### src/rtl/eth_tx_sched.sv
// Two-requester Ethernet transmit scheduler: round-robin frame grant, preamble/SFD insertion, IFG spacing.
// Build option: define ETH_TX_FCS_EN to append the IEEE 802.3 CRC-32 after each payload.
module eth_tx_sched #(
   parameter int unsigned PREAMBLE_LEN = 7,
   parameter int unsigned IFG_BYTES    = 12
) (
   input  logic       clk,
   input  logic       rst_n,
   input  logic       s0_tvalid,
   input  logic [7:0] s0_tdata,
   input  logic       s0_tlast,
   output logic       s0_tready,
   input  logic       s1_tvalid,
   input  logic [7:0] s1_tdata,
   input  logic       s1_tlast,
   output logic       s1_tready,
   output logic       tvalid,
   output logic [7:0] tdata,
   output logic [1:0] grant,
   output logic       underrun
);

   localparam logic [7:0] PRE_LAST = 8'(PREAMBLE_LEN - 1);
   localparam logic [7:0] IFG_LAST = 8'(IFG_BYTES);

   typedef enum logic [2:0] {
      ST_IDLE = 3'd0,
      ST_PRE  = 3'd1,
      ST_DATA = 3'd2,
`ifdef ETH_TX_FCS_EN
      ST_FCS  = 3'd3,
`endif
      ST_IFG  = 3'd4
   } state_t;

   state_t      r_state;
   state_t      w_state_nxt;
   logic [7:0]  r_cnt;
   logic [7:0]  w_cnt_nxt;
   logic [1:0]  r_grant;
   logic [1:0]  w_grant_nxt;
   logic        r_last;
   logic        w_last_nxt;
   logic        r_vld_p1;
   logic        w_vld_p0;
   logic [7:0]  r_data_p1;
   logic [7:0]  w_data_p0;
   logic        r_underrun;
   logic        w_underrun_nxt;

   logic        w_any;
   logic        w_pick1;
   logic        w_arb;
   logic        w_in_vld;
   logic [7:0]  w_in_data;
   logic        w_in_last;

`ifdef ETH_TX_FCS_EN
   logic [31:0] r_crc;
   logic [31:0] w_crc_nxt;
   logic [31:0] w_fcs;

   // Reflected CRC-32, one byte per call, LSB of the byte first.
   function automatic logic [31:0] crc32_byte(input logic [31:0] crc, input logic [7:0] d);
      logic [31:0] c;
      c = crc ^ {24'd0, d};
      for (int i = 0; i < 8; i++) begin
         c = c[0] ? ((c >> 1) ^ 32'hEDB8_8320) : (c >> 1);
      end
      return c;
   endfunction

   assign w_fcs = ~r_crc;
`endif

   // Requester 0 wins a tie only when requester 1 was granted last.
   assign w_any     = s0_tvalid | s1_tvalid;
   assign w_pick1   = s1_tvalid & (~s0_tvalid | ~r_last);
   assign w_arb     = (r_state == ST_IDLE) || ((r_state == ST_IFG) && (r_cnt == IFG_LAST));

   assign w_in_vld  = r_grant[1] ? s1_tvalid : s0_tvalid;
   assign w_in_data = r_grant[1] ? s1_tdata  : s0_tdata;
   assign w_in_last = r_grant[1] ? s1_tlast  : s0_tlast;

   assign s0_tready = (r_state == ST_DATA) && r_grant[0];
   assign s1_tready = (r_state == ST_DATA) && r_grant[1];

   assign tvalid    = r_vld_p1;
   assign tdata     = r_data_p1;
   assign grant     = r_grant;
   assign underrun  = r_underrun;

   always_ff @(posedge clk) begin
      if (!rst_n) begin
         r_state <= ST_IDLE;
         r_cnt   <= 8'd0;
      end else begin
         r_state <= w_state_nxt;
         r_cnt   <= w_cnt_nxt;
      end
   end

   always_comb begin
      w_state_nxt = r_state;
      w_cnt_nxt   = r_cnt;
      case (r_state)
         ST_IDLE: begin
            if (w_any) begin
               w_state_nxt = ST_PRE;
               w_cnt_nxt   = 8'd0;
            end
         end
         ST_PRE: begin
            if (r_cnt == PRE_LAST) begin
               w_state_nxt = ST_DATA;
               w_cnt_nxt   = 8'd0;
            end else begin
               w_cnt_nxt   = r_cnt + 8'd1;
            end
         end
         ST_DATA: begin
            // An underrun has already produced its first idle cycle, so its gap count starts at 1.
            if (!w_in_vld) begin
               w_state_nxt = ST_IFG;
               w_cnt_nxt   = 8'd1;
            end else if (w_in_last) begin
`ifdef ETH_TX_FCS_EN
               w_state_nxt = ST_FCS;
`else
               w_state_nxt = ST_IFG;
`endif
               w_cnt_nxt   = 8'd0;
            end
         end
`ifdef ETH_TX_FCS_EN
         ST_FCS: begin
            if (r_cnt == 8'd3) begin
               w_state_nxt = ST_IFG;
               w_cnt_nxt   = 8'd0;
            end else begin
               w_cnt_nxt   = r_cnt + 8'd1;
            end
         end
`endif
         ST_IFG: begin
            if (r_cnt == IFG_LAST) begin
               w_state_nxt = w_any ? ST_PRE : ST_IDLE;
               w_cnt_nxt   = 8'd0;
            end else begin
               w_cnt_nxt   = r_cnt + 8'd1;
            end
         end
         default: begin
            w_state_nxt = ST_IDLE;
            w_cnt_nxt   = 8'd0;
         end
      endcase
   end

   always_comb begin
      w_vld_p0       = 1'b0;
      w_data_p0      = 8'h00;
      w_grant_nxt    = r_grant;
      w_last_nxt     = r_last;
      w_underrun_nxt = 1'b0;
`ifdef ETH_TX_FCS_EN
      w_crc_nxt      = r_crc;
`endif
      // The grant edge also launches the first preamble byte.
      if (w_arb) begin
         w_grant_nxt = 2'b00;
         if (w_any) begin
            w_grant_nxt = w_pick1 ? 2'b10 : 2'b01;
            w_last_nxt  = w_pick1;
            w_vld_p0    = 1'b1;
            w_data_p0   = 8'h55;
`ifdef ETH_TX_FCS_EN
            w_crc_nxt   = 32'hFFFF_FFFF;
`endif
         end
      end
      case (r_state)
         ST_PRE: begin
            w_vld_p0  = 1'b1;
            w_data_p0 = (r_cnt == PRE_LAST) ? 8'hD5 : 8'h55;
         end
         ST_DATA: begin
            if (w_in_vld) begin
               w_vld_p0  = 1'b1;
               w_data_p0 = w_in_data;
`ifdef ETH_TX_FCS_EN
               w_crc_nxt = crc32_byte(r_crc, w_in_data);
`endif
            end else begin
               w_underrun_nxt = 1'b1;
            end
         end
`ifdef ETH_TX_FCS_EN
         ST_FCS: begin
            w_vld_p0  = 1'b1;
            w_data_p0 = w_fcs[{r_cnt[1:0], 3'b000} +: 8];
         end
`endif
         default: ;
      endcase
   end

   // Output register stage: byte accepted in one cycle is on tdata the next.
   always_ff @(posedge clk) begin
      if (!rst_n) begin
         r_vld_p1   <= 1'b0;
         r_data_p1  <= 8'h00;
         r_grant    <= 2'b00;
         r_last     <= 1'b1;
         r_underrun <= 1'b0;
`ifdef ETH_TX_FCS_EN
         r_crc      <= 32'hFFFF_FFFF;
`endif
      end else begin
         r_vld_p1   <= w_vld_p0;
         r_data_p1  <= w_data_p0;
         r_grant    <= w_grant_nxt;
         r_last     <= w_last_nxt;
         r_underrun <= w_underrun_nxt;
`ifdef ETH_TX_FCS_EN
         r_crc      <= w_crc_nxt;
`endif
      end
   end

endmodule

### config.mk
export PLATFORM = sky130hd
export DESIGN_NAME = eth_tx_sched
export DESIGN_NICKNAME = d
export VERILOG_FILES = /design/src/rtl/eth_tx_sched.sv
export SDC_FILE = /design/constraint.sdc
export NUM_CORES = 1
export LEC_CHECK = 0
export CAP_MARGIN = 20
export CORE_MARGIN = 3
export CORE_UTILIZATION = 50
export DETAILED_ROUTE_END_ITERATION = 12
export PLACE_DENSITY = 0.83
export SETUP_SLACK_MARGIN = 0.2
export SLEW_MARGIN = 30
export SYNTH_ARGS = -nofsm -noshare
export SYNTH_HDL_FRONTEND = slang
export SYNTH_SLANG_ARGS = --single-unit
### constraint.sdc
create_clock -name clk -period 5 [get_ports clk]
set_input_delay 1.25 -clock clk [delete_from_list [all_inputs] [get_ports clk]]
set_output_delay 1.25 -clock clk [all_outputs]
set_load 0.02 [all_outputs]
==> impl_metrics.yaml <==
setup_path:
  end_kind: "output pin"
  startpoint: "r_state[1]"
  critPathTopFamily: "simple AND/OR/NAND/NOR gates"
  cp_num_cells: 3
  path_cells: "nor3b_1, and2_1, clkdlybuf4s50_1"
  cp_num_buf_inv: 1
  cp.arrival_ns: 2.19
  crit_type: "reg -> out"
  cp-start-kind: "register"
  cp_slowest_cell: "clkdlybuf4s50_1"
  crit_fanout: 10
  reg2reg_depth: 4
  worstPathRequired_ns: 3.75
  slowest_delay_ns: 0.60
  reg2reg_from: "grant[1]"
sta:
  hold_viol: 0
  fin_tns_setup_ns: 0
  post-route-period-util_pct: 68.9
  fmax_mhz: 290
  drv_slew: 0
  post-route-min-period_ns: 3.44
  slew_headroom_pct: 49.7
  setup_violations: 0
  skew_ns: 0.00559
  worst_slew_pin_slew_ns: 0.754
  grt_setup_unrepaired: "no"
floorplanning:
  fp-row-count: 17
  die_w_um: 56.5
  die_y_um: 56.5
  start_util_pct: 55.1
  core_mm2: 0.00232
  pin_count: 36
  dieArea_mm2: 0.00320
worst_hold_path:
  min_path_cells: 2
  hold_start: "r_cnt[4]"
  hold_path_class: "reg -> reg"
pwr:
  power_leakage_nw: 0.573
  ir_drop_uv: 158
  p_per_area_mw_per_mm2: 222
  power_mw: 0.367
route:
  totalWireLength_mm: 3.01
  via_per_inst: 5.84
  avgRoutedWirePerCell_um: 14.3
  drc_errors: 0
  dr.first_iter.drc_count: 49
  vias: 1233
  drtPass1Iterations: 4
  ant_nets: 0
clock_tree:
  cts_tree: "yes"
  cts_made_buffers: 3
  clk_latency_ns: 0.31
  clock_sinks: 24
  clk_pin_slew_ns: 0.12
  ctsHoldBuffers: 0
  cts.repair.resized: 0
  cts_setup_buffers: 0
  htree_levels: 1
  clockRootBuffer: "clkbuf_4"
  cts.path.max_buffers: 2
yosys:
  synth_top_cell_by_area: "dfxtp_1"
  synth.cell_area_mm2: 0.00128
  synthCells: 154
  yosysTopAreaCellShare_pct: 37.6
  syn_avg_cell_area_um2: 8.30
  synth_common_cells: "dfxtp_1, nand2_1, a21oi_1"
  async_flop_share_pct: 0
  synth_seq_cells: 24
  synth_fp_nets: 179
  synth_edf_count: 0
  synth_seq_area_share_pct: 37.6
  yosys_warnings: 0
  synth_most_common_cell: "dfxtp_1"
  ys_types: 41
  synth_area_leaders: "dfxtp_1, mux2i_1, a21oi_1"
  synth_ff_type: "dfxtp_1"
global_routing:
  grt_pass1_wl_mm: 5.04
  first_global_vias: 1156
  grt_overflow: 0
  grt_max_degree: 17
  antenna_found_initial: 0
  grt_usage_pct: 19.2
cells_and_area:
  num-fill-cells: 194
  insertedDiodeCount: 0
  nets: 209
  drive_above_1_share_pct: 4.37
  area_growth_pct: 29.3
placed_design:
  hpwl_mm: 2.29
  io_buffers: 35
  place_congestion: 0.772
run:
  maxCapViolations: 0
outcome:
  status: "complete, no violations"
[power breakdown]
group / internal (mW) / switching [mW] / total [mW]
Sequential: 0.198 / 0.00798 / 0.206
Clock: 0.0445 / 0.0538 / 0.0983
Combinational: 0.0352 / 0.0280 / 0.0632
[logic make-up (layout without fill, tap and decap cells)]
| kind of cell | after synthesis | in the layout | synth area share [%] |
|---|---|---|---|
| buffers and inverters | 19 | 48 | 6.37 |
| adder cells (fa/ha/maj) | 3 | 3 | 2.94 |
| flip-flops | 24 | 24 | 37.6 |
| multiplexers | 11 | 11 | 8.72 |
| AO/OA/AOI/OAI | 42 | 42 | 22.2 |
| AND/OR/NAND/NOR | 55 | 55 | 22.1 |
[placed cells by master, fill, tap and decap left out, types with 2 or more instances in the layout]
master,count
mux2i_1,10
and2_1,5
clkdlybuf4s50_1,35
dfxtp_1,24
clkbuf_4,3
inv_1,9
nor4_1,2
nor3_1,6
and4_1,2
a21oi_1,12
a31oi_1,2
ha_1,3
nor2_1,11
o22ai_1,6
nand3_1,4
a21boi_0,2
nand2_1,15
nor2b_1,2
o21a_1,4
o21ai_0,5
nand4_1,2
[routing by layer]
metal / global-route usage [%] / up-vias / routed length, um
li1: - / 610 / -
met1: 23.2 / 559 / 1290
met2: 33.2 / 56 / 1390
met3: 4.60 / 8 / 275
met4: 6.10 / 0 / 58
met5: 0 / - / 0
[worst reg2reg max path: stages, from the launching register on]
cell     delay [ns]
dfxtp_1        0.83
mux2_2         0.44
a32o_1         0.37
o22a_1         0.24
nor3_1         0.11
[area by class of cell]
cell class | count | area (um2) | area share [%]
flip-flops and latches | 24 | 480 | 29.1
repair buffers | 35 | 350 | 21.2
clock buffers | 4 | 36.3 | 2.20
multi-input cells | 111 | 716 | 43.3
well taps | 28 | 35.0 | 2.12
inverters | 9 | 33.8 | 2.05
[flip-flops by register name (all words and copies together) (netlist names)]
signal / count
r_state: 3
underrun: 1
grant: 2
r_cnt: 8
tvalid: 1
r_last: 1
tdata: 8
[worst paths after layout]
path / to / slack [ns]
setup / recovery: s0_tready / 1.56
hold / removal: r_cnt[4] / 0.54
hold reg to reg: r_cnt[4] / 0.54
setup reg to reg: r_state[2] / 2.95
[through the flow]
step                instances  instance area, um2  util [%]  setup WS (ns)  hold slack, ns
floorplan                 154                1280         -           2.34           0.488
global placement          207                1620      69.7           2.07           0.511
detailed placement        207                1620      69.7           2.01           0.524
CTS                       211                1650      71.2           1.59           0.543
global route              211                1650      71.2           1.39           0.571
finish                    211                1650      71.2           1.56           0.543
No activity file was read; power rests on OpenSTA's default activity.
